`config.mk`:
```
export PLATFORM = sky130hd
export DESIGN_NAME = sli_frame_sequencer
export DESIGN_NICKNAME = d
export VERILOG_FILES = /design/src/rtl/sli_pkg.sv /design/src/rtl/sli_trig_timer.sv /design/src/rtl/sli_frame_sequencer.sv
export SDC_FILE = /design/constraint.sdc
export NUM_CORES = 1
export LEC_CHECK = 0
export ABC_AREA = 0
export CAP_MARGIN = 10
export CORE_MARGIN = 3
export CORE_UTILIZATION = 45
export DETAILED_ROUTE_END_ITERATION = 12
export HOLD_SLACK_MARGIN = 0.15
export PLACE_DENSITY_LB_ADDON = 0.25
export SETUP_SLACK_MARGIN = 0.15
export SLEW_MARGIN = 40
export SYNTH_ARGS = -nofsm -noshare
export SYNTH_HDL_FRONTEND = slang
export SYNTH_SLANG_ARGS = --single-unit
```
`constraint.sdc`:
```
create_clock -name clk -period 2.5 [get_ports clk]
set_clock_uncertainty 0.05 [all_clocks]
set_input_delay 0.625 -clock clk [delete_from_list [all_inputs] [get_ports clk]]
set_output_delay 0.625 -clock clk [all_outputs]
set_load 0.02 [all_outputs]
```
`src/rtl/sli_pkg.sv`:
```
// Shared types and widths for the SLI frame sequencer and its trigger timer.
package sli_pkg;

    localparam int FRQ_W        = 2;
    localparam int FRA_W        = 3;
    localparam int EXP_W        = 20;
    localparam int EXPO_CYC_DEF = 524288;

    typedef enum logic [2:0] {
        IDLE,
        SHOW,
        ARM,
        EXPOSE,
        WAIT_RDY,
        ADVANCE
    } state_e;

endpackage

```
`src/rtl/sli_trig_timer.sv`:
```
// Fixed-width pulse generator: trig_o stays high for exactly EXPO_CYC cycles after start_i.
module sli_trig_timer
    import sli_pkg::*;
#(
    parameter int EXPO_CYC = EXPO_CYC_DEF
) (
    input  logic clk,
    input  logic rst,
    input  logic start_i,
    input  logic abort_i,
    output logic trig_o,
    output logic done_o
);

    logic [EXP_W-1:0] cnt_q, cnt_d;
    logic             trig_q, trig_d;

    assign done_o = trig_q && (cnt_q == EXP_W'(EXPO_CYC));
    assign trig_o = trig_q;

    always_comb begin
        cnt_d  = cnt_q;
        trig_d = trig_q;
        if (abort_i) begin
            trig_d = 1'b0;
            cnt_d  = '0;
        end else if (start_i) begin
            // Counting from 1 makes the compare value equal the high time.
            trig_d = 1'b1;
            cnt_d  = EXP_W'(1);
        end else if (trig_q) begin
            if (done_o) begin
                trig_d = 1'b0;
                cnt_d  = '0;
            end else begin
                cnt_d = cnt_q + 1'b1;
            end
        end
    end

    always_ff @(posedge clk or posedge rst) begin
        if (rst) begin
            cnt_q  <= '0;
            trig_q <= 1'b0;
        end else begin
            cnt_q  <= cnt_d;
            trig_q <= trig_d;
        end
    end

endmodule

```
`src/rtl/sli_frame_sequencer.sv`:
```
// Steps the SLI pattern indices on frame boundaries and fires the camera trigger
// once the new pattern has settled; advances only after the camera acknowledges.
module sli_frame_sequencer
    import sli_pkg::*;
#(
    parameter int NUM_FRA    = 8,
    parameter int NUM_FRQ    = 4,
    parameter int EXPO_CYC   = EXPO_CYC_DEF,
    parameter int SETTLE_FRM = 1
) (
    input  logic             clk,
    input  logic             rst,
    input  logic             in_vsync,
    input  logic             mode,
    input  logic             ori_sel,
    input  logic             lut_rdy,
    input  logic             rdy,
    output logic [FRQ_W-1:0] frq,
    output logic [FRA_W-1:0] fra,
    output logic             ori,
    output logic             trig,
    output logic             f_frm,
    output logic             seq_done,
    output logic             busy
);

    state_e           state_q, state_d;
    logic             vs_q, rdy_q;
    logic [3:0]       frm_q, frm_d;
    logic [FRQ_W-1:0] frq_q, frq_d;
    logic [FRA_W-1:0] fra_q, fra_d;
    logic             ori_q, ori_d;
    logic             pend_q, pend_d;
    logic             sd_q, sd_d;
    logic             ffrm_q;
    logic             vs_rise, rdy_rise;
    logic             t_start, t_abort, t_done;

    assign vs_rise  = in_vsync & ~vs_q;
    assign rdy_rise = rdy & ~rdy_q;

    sli_trig_timer #(.EXPO_CYC(EXPO_CYC)) u_timer (
        .clk     (clk),
        .rst     (rst),
        .start_i (t_start),
        .abort_i (t_abort),
        .trig_o  (trig),
        .done_o  (t_done)
    );

    always_comb begin
        state_d = state_q;
        frm_d   = frm_q;
        frq_d   = frq_q;
        fra_d   = fra_q;
        ori_d   = ori_q;
        pend_d  = pend_q;
        sd_d    = 1'b0;
        t_start = 1'b0;
        t_abort = 1'b0;

        unique case (state_q)
            IDLE: begin
                if (vs_rise) ori_d = ori_sel;
                if (vs_rise && lut_rdy) begin
                    state_d = SHOW;
                    frm_d   = '0;
                end
            end
            SHOW: begin
                if (frm_q == 4'(SETTLE_FRM)) state_d = ARM;
                else if (vs_rise)            frm_d   = frm_q + 1'b1;
            end
            ARM: begin
                if (vs_rise) begin
                    t_start = 1'b1;
                    state_d = EXPOSE;
                end
            end
            EXPOSE: begin
                // An early acknowledge is remembered rather than dropped.
                if (rdy_rise) pend_d  = 1'b1;
                if (t_done)   state_d = WAIT_RDY;
            end
            WAIT_RDY: begin
                if (rdy_rise || pend_q) begin
                    pend_d  = 1'b0;
                    state_d = ADVANCE;
                end
            end
            ADVANCE: begin
                if (vs_rise) begin
                    state_d = SHOW;
                    frm_d   = '0;
                    if (fra_q == FRA_W'(NUM_FRA - 1)) begin
                        fra_d = '0;
                        if (frq_q == FRQ_W'(NUM_FRQ - 1)) begin
                            frq_d = '0;
                            sd_d  = 1'b1;
                        end else begin
                            frq_d = frq_q + 1'b1;
                        end
                    end else begin
                        fra_d = fra_q + 1'b1;
                    end
                end
            end
            default: state_d = IDLE;
        endcase

        // Orientation change restarts the sequence and wins over an advance.
        if (state_q != IDLE && vs_rise && ori_sel != ori_q) begin
            ori_d   = ori_sel;
            frq_d   = '0;
            fra_d   = '0;
            pend_d  = 1'b0;
            sd_d    = 1'b0;
            t_start = 1'b0;
            t_abort = 1'b1;
            state_d = SHOW;
            frm_d   = '0;
        end

        if (mode) begin
            state_d = IDLE;
            frq_d   = '0;
            fra_d   = '0;
            pend_d  = 1'b0;
            sd_d    = 1'b0;
            t_start = 1'b0;
            t_abort = 1'b1;
            frm_d   = '0;
        end
    end

    always_ff @(posedge clk or posedge rst) begin
        if (rst) begin
            state_q <= IDLE;
            vs_q    <= 1'b0;
            rdy_q   <= 1'b0;
            frm_q   <= '0;
            frq_q   <= '0;
            fra_q   <= '0;
            ori_q   <= 1'b0;
            pend_q  <= 1'b0;
            sd_q    <= 1'b0;
            ffrm_q  <= 1'b1;
        end else begin
            state_q <= state_d;
            vs_q    <= in_vsync;
            rdy_q   <= rdy;
            frm_q   <= frm_d;
            frq_q   <= frq_d;
            fra_q   <= fra_d;
            ori_q   <= ori_d;
            pend_q  <= pend_d;
            sd_q    <= sd_d;
            ffrm_q  <= (frq_d == '0) && (fra_d == '0);
        end
    end

    assign frq      = frq_q;
    assign fra      = fra_q;
    assign ori      = ori_q;
    assign f_frm    = ffrm_q;
    assign seq_done = sd_q;
    assign busy     = (state_q != IDLE);

endmodule

```
==> results.cfg, run 1 <==
[status]
status = finished, final reports clean

[detailed_routing]
routed_wl_mm = 4.986
drc = 0
postRouteAntennaNets = 0
via_per_inst = 5.476
drt_iter0_markers = 134
vias = 1922
dr.pass1.iters = 5
wl_per_cell_um = 14.21

[worst_setup_path]
cp.required_ps = 2670
cp_slowest_stage_delay_ps = 500
start_kind = primary input
cp_cell_sequence = clkdlybuf4s50_1 -> buf_4 -> o21bai_1 -> o221a_4 -> o21ai_0 -> or3_1 -> a21oi_1
end_kind = register
cp_slowest_cell = clkdlybuf4s50_1
path_class = in2reg
crit_arrival_ps = 2420
rrSetupSlack_ps = 410
path_max_fanout = 12

[hold_path]
hold_class = reg2reg

[sta]
worst_hold_slack_ps = 464.4
hold_viol = 0
finalMaxSlewViolations = 0
fmax_ghz = 0.4439
rsz0062_at_grt = false
setup_viol = 0
relSlewSlack = 0.6010
worst_pin_slew_ps = 597.2
finalCriticalPeriod_ps = 2253
finalCritPeriodShare = 0.9012

[yosys]
syn-num-nets = 265
ys_seq_area_frac = 0.4199
yosys-top-cells-area = dfrtp_1 (41%), xor2_1 (5.3%), nor2_1 (5.0%)
synth_cells = 251
yosysWarnings = 0
synth_cell_types = 53
avgSynthCellArea_um2 = 9.272
synthesis.area_um2 = 2327
ys.flop_type = dfrtp_1
synth.most_common_cell = dfrtp_1
synth_top_area_frac = 0.4086
synth_edf_count = 0
ys_ff_latch = 39
synth-async-reset-ratio = 1.000
synth_commonest_cells = dfrtp_1 (38), nor2_1 (31), nand2_1 (14), xor2_1 (14), o21ai_0 (13)
yosysTopAreaCell = dfrtp_1

[clocking]
cts.htree.levels = 2
numCtsBuffers = 5
cts_setup_buffers = 0
clk_pin_slew_worst_paths_ps = 80
cts_hold_buffers = 0
cts_tree = done
cts_buffer_depth = 2
ctsRootBufferMaster = clkbuf_8
cts_resized = 1
cts.sinks = 39
clock_latency_ps = 290

[power]
total_power_w = 0.001636
power.density_nw_per_um2 = 583.4
leakage_nw = 1.233
p_seq_frac = 0.404
p_sw_w = 0.0004381
internal-power_w = 0.001198
p_sw_frac = 0.2678
clkPwrFrac = 0.384
power_frac_comb = 0.212
ir_drop_mv = 0.2748

[finish]
multiInputGateArea_um2 = 1237
drive_above_1_share = 0.1585
nets = 297
antennaDiodeCount = 0
syn_to_final_growth_pct = 20.48
fillers = 445
seq_area_um2 = 977.2

[placement]
routabilityCongestion = 0.8841
dp_hpwl_mm = 3.507
io_buffer_count = 16

[global_route]
grt_pass1_vias = 1924
grt_usage = 0.1804
antenna_found_initial = 0
grt_max_degree = 40
overflow = 0
grt_pass1_wl_mm = 8.880

[floorplan]
die_w_um = 77.92
die_h_um = 77.92
rows = 25
boundaryPins = 17
initial_core_util = 0.4800
core_area_um2 = 4848
die-area_um2 = 6071

[run]
drv_cap = 0
## routing by layer
metal	up-vias	wire, um	part of all wire	track usage
li1	967	-	-	-
met5	-	0	0	0
met2	37	2312	0.46	0.2920
met4	0	29	0.0058	0.07168
met1	916	2484	0.50	0.2401
met3	2	159	0.032	0.03016
## cells in the final DEF, fill, tap and decap left out, drive strengths merged, types with 8 or more instances in the layout
cell	n
dfrtp	38
nor2	33
buf	22
clkdlybuf4s50	15
xor2	14
nand2	14
o21ai	13
inv	12
a21oi	12
nand3	8
nor3	8
## per-stage QoR
stage	TNS (ps)	cell area [um^2]	setup WS [ps]	utilization	instances
floorplan	0	2327	479.7	-	251
global placement	-6.128	2660	-6.128	0.5486	343
detailed placement	-118.6	2660	-74.13	0.5486	343
CTS	0	2795	204.5	0.5765	351
global route	0	2804	163.6	0.5783	351
finish	0	2804	247.0	0.5783	351
## power groups by stage
stage	sequential, W	clock (W)	combinational [W]
floorplan	0.000676	0	0.000230
global placement	0.000674	0	0.000341
detailed placement	0.000674	0	0.000346
CTS	0.000661	0.000652	0.000341
global route	0.000664	0.000674	0.000382
finish	0.000661	0.000629	0.000346
## state kept, by name, summed over array words and instances (netlist names)
name / count
f_frm: 1
fra: 3
frm_q: 4
frq: 2
ori: 1
pend_q: 1
rdy_q: 1
seq_done: 1
state_q: 3
u_timer.cnt_q: 20
u_timer.trig_o: 1
vs_q: 1
## critical path, delay by kind of cell
family,cells,cell delay (ps)
buffers and inverters,2,680
and+or+nand+nor,1,390
AOI/OAI and AO/OA,4,730
## final cells by class
| class | instances | area share |
|---|---|---|
| repair buffers | 38 | 0.1156 |
| flip-flops and latches | 39 | 0.3485 |
| clock buffers | 5 | 0.02454 |
| multi-input cells | 187 | 0.4413 |
| clock inverters | 3 | 0.02410 |
| inverters | 12 | 0.01606 |
| well taps | 67 | 0.02990 |
## path summary, 6_finish.rpt
| check | from | to | depth (start not counted) |
|---|---|---|---|
| max in group asynchronous | rst | f_frm | 3 |
| min | frm_q[3] | frm_q[3] | 1 |
| max | mode | u_timer.cnt_q[19] | 7 |
| min reg2reg | frm_q[3] | frm_q[3] | 1 |
| max reg2reg | frm_q[1] | frm_q[0] | 8 |
| min in group asynchronous | rst | seq_done | 3 |
## cell families (layout without fill, tap and decap cells)
logic type               after synthesis  in the layout  share of synthesized area
XOR/XNOR                              17             17                    0.06398
AO/OA/AOI/OAI                         55             55                     0.1726
buffers and inverters                 25             58                    0.05215
AND/OR/NAND/NOR                      104            104                     0.2366
flip-flops                            39             39                     0.4199
multiplexers                           4              4                    0.01720
adder cells (fa/ha/maj)                7              7                    0.03763
(Power assumes the default switching activity.)
==> run 2, diff against run 1 <==
ABC_AREA = not set   (was 0)
CTS_CLUSTER_DIAMETER = 40   (was not set)
CTS_CLUSTER_SIZE = 12   (was not set)
==> results of run 2 <==
Final layout, timing and power as in run 1 (identical DEF).
==> run 3, diff against run 2 <==
CORE_UTILIZATION = 37   (was 45)
DONT_BUFFER_PORTS = 1   (was not set)
SYNTH_HIERARCHICAL = 1   (was not set)
==> run 3 against run 2 <==
Net effect: setup slack improved by 78 ps; synthesized area rose by 0.11%; critical endpoint is now u_timer/cnt_q[19]; largest cell class unchanged; wire length barely moved; first-iteration DRC count fell by 36%; via count did not move; register-to-register slack got worse by 80 ps; combinational power fell by 27%; core utilization fell by 15 points.
==> results.cfg, run 3 <==
[worst_setup_path]
timing.rr.start = state_q[2]
path_common_cell = buf_4
rr_worst_depth = 9
end_kind = register
start_kind = register
cp_slowest_cell = dfrtp_1
cp.required_ps = 2680
critPathTopFamily = simple AND/OR/NAND/NOR gates
timing.rr.end = u_timer/cnt_q[19]
cp_slowest_stage_delay_ps = 430
crit_buf_inv = 3
path_class = reg2reg
crit_arrival_ps = 2360
path_max_fanout = 12
cp_cell_sequence = or3_1 -> a31oi_4 -> inv_2 -> buf_4 -> nor2_1 -> buf_4 -> nand3b_1 -> o41ai_1 -> a31o_1
rrSetupSlack_ps = 330

[sta]
finalCritPeriodShare = 0.8699
worst_slack_ps = 325.3
worst_hold_slack_ps = 163.3
setup_viol = 0
finalCriticalPeriod_ps = 2175
rsz0062_at_grt = true
hold_viol = 0
fin_setup_tns_ps = 0
finalMaxSlewViolations = 0
fmax_ghz = 0.4598
worst_pin_slew_ps = 711.3
relSlewSlack = 0.5253

[power]
power.density_nw_per_um2 = 513.4
leakage_nw = 1.054
total_power_w = 0.001334
ir_drop_mv = 0.2175

[hold_path]
hold_class = in2async

[yosys]
synth_top_area_frac = 0.4082
syn-num-nets = 268
yosysTopAreaCell = dfrtp_1
synth.most_common_cell = dfrtp_1
ys_ff_latch = 39
synth_commonest_cells = dfrtp_1 (38), nor2_1 (29), nand2_1 (15)
synth_cells = 254
yosysWarnings = 6
ys.flop_type = dfrtp_1
synthesis.area_um2 = 2330
synth_edf_count = 0
yosys-top-cells-area = dfrtp_1 (41%), nor2_1 (4.7%), ha_1 (3.8%)
synth_cell_types = 54
ys_seq_area_frac = 0.4194
avgSynthCellArea_um2 = 9.172
synth-async-reset-ratio = 1.000

[finish]
syn_to_final_growth_pct = 11.55
top_regs = u_timer/cnt_q x20, frm_q x4
antennaDiodeCount = 0
drive_above_1_share = 0.1086
final_common_cell = dfrtp_1
nets = 280
largest_reg_flops = 20
regMostFlops = u_timer/cnt_q
final_area_um2 = 2599
mostFrequentLayoutCells = dfrtp_1 (37), nor2_1 (28), nand2_1 (15)

[detailed_routing]
drc = 0
wl_per_cell_um = 14.58
routed_wl_mm = 4.987
postRouteAntennaNets = 0
maxUsedRoutingLayer = met4
dr.pass1.iters = 4
wl_met3_um = 185
wl_met1_mm = 2.516
vias = 1922
wl_met2_mm = 2.216
via_per_inst = 5.620
drt_iter0_markers = 86

[global_route]
overflow = 0
grt_max_degree = 22
grt_pass1_wl_mm = 8.880
antenna_found_initial = 0
grt_pass1_vias = 1844
grt_usage = 0.1487

[clocking]
cts_hold_buffers = 0
clk_pin_slew_worst_paths_ps = 80
numCtsBuffers = 5
ctsRootBufferMaster = clkbuf_8
cts_tree = done
cts.htree.levels = 2
cts_buffer_depth = 2
cts_setup_buffers = 0
cts.sinks = 39
cts_resized = 0
clock_latency_ps = 290

[floorplan]
die_w_um = 85.35
die-area_um2 = 7285
rows = 28
core_area_um2 = 6026
boundaryPins = 17
initial_core_util = 0.3866
die_h_um = 85.35

[run]
drv_cap = 0

[placement]
routabilityCongestion = 0.8105
dp_hpwl_mm = 3.762
place_ws_ps = 232.1
io_buffer_count = 0
dpl_cell_area_um2 = 2517

[status]
status = finished, final reports clean
run 3: how the worst max path moves through the flow:
stage                           from                end  slack, ps  cells after the start
after floorplan             in_vsync  u_timer/cnt_q[14]        160                      9
after global placement      in_vsync  u_timer/cnt_q[14]        280                      8
after detailed placement    in_vsync  u_timer/cnt_q[14]        230                      8
after CTS                        ori  u_timer/cnt_q[14]        260                      7
after global routing      state_q[2]  u_timer/cnt_q[19]        130                      9
final                     state_q[2]  u_timer/cnt_q[19]        330                      9
run 3: layout make-up:
type | count | area (um^2)
clock buffers | 8 | 80.08
repair buffers | 13 | 97.59
flip-flops and latches | 39 | 978.4
inverters | 15 | 56.30
multi-input cells | 192 | 1292
fillers | 624 | 3427
well taps | 75 | 93.84
run 3: kinds of logic (layout without fill, tap and decap cells):
group	Yosys count	count (layout)	synth area share
AND/OR/NAND/NOR	118	118	0.2852
flip-flops	39	39	0.4194
buffers and inverters	23	36	0.04350
multiplexers	5	5	0.02148
AO/OA/AOI/OAI	51	51	0.1515
adder cells (fa/ha/maj)	7	7	0.03759
XOR/XNOR	11	11	0.04136
run 3: power by group:
part | total, W | internal [W] | switching, W
clock network | 0.000410 | 0.000198 | 0.000212
registers | 0.000672 | 0.000648 | 0.0000240
logic | 0.000251 | 0.000104 | 0.000147
total | 0.00133 | 0.000951 | 0.000383
run 3: metrics by stage:
step	instances	utilization
final	342	0.4313
after global routing	342	0.4313
after CTS	342	0.4311
after detailed placement	334	0.4178
after global placement	334	0.4178
after floorplan	254	-
run 3: metal layers:
metal,track usage,vias up
met5,0,-
met4,0.03885,0
met3,0.03592,7
met2,0.2175,29
met1,0.2198,934
li1,-,952
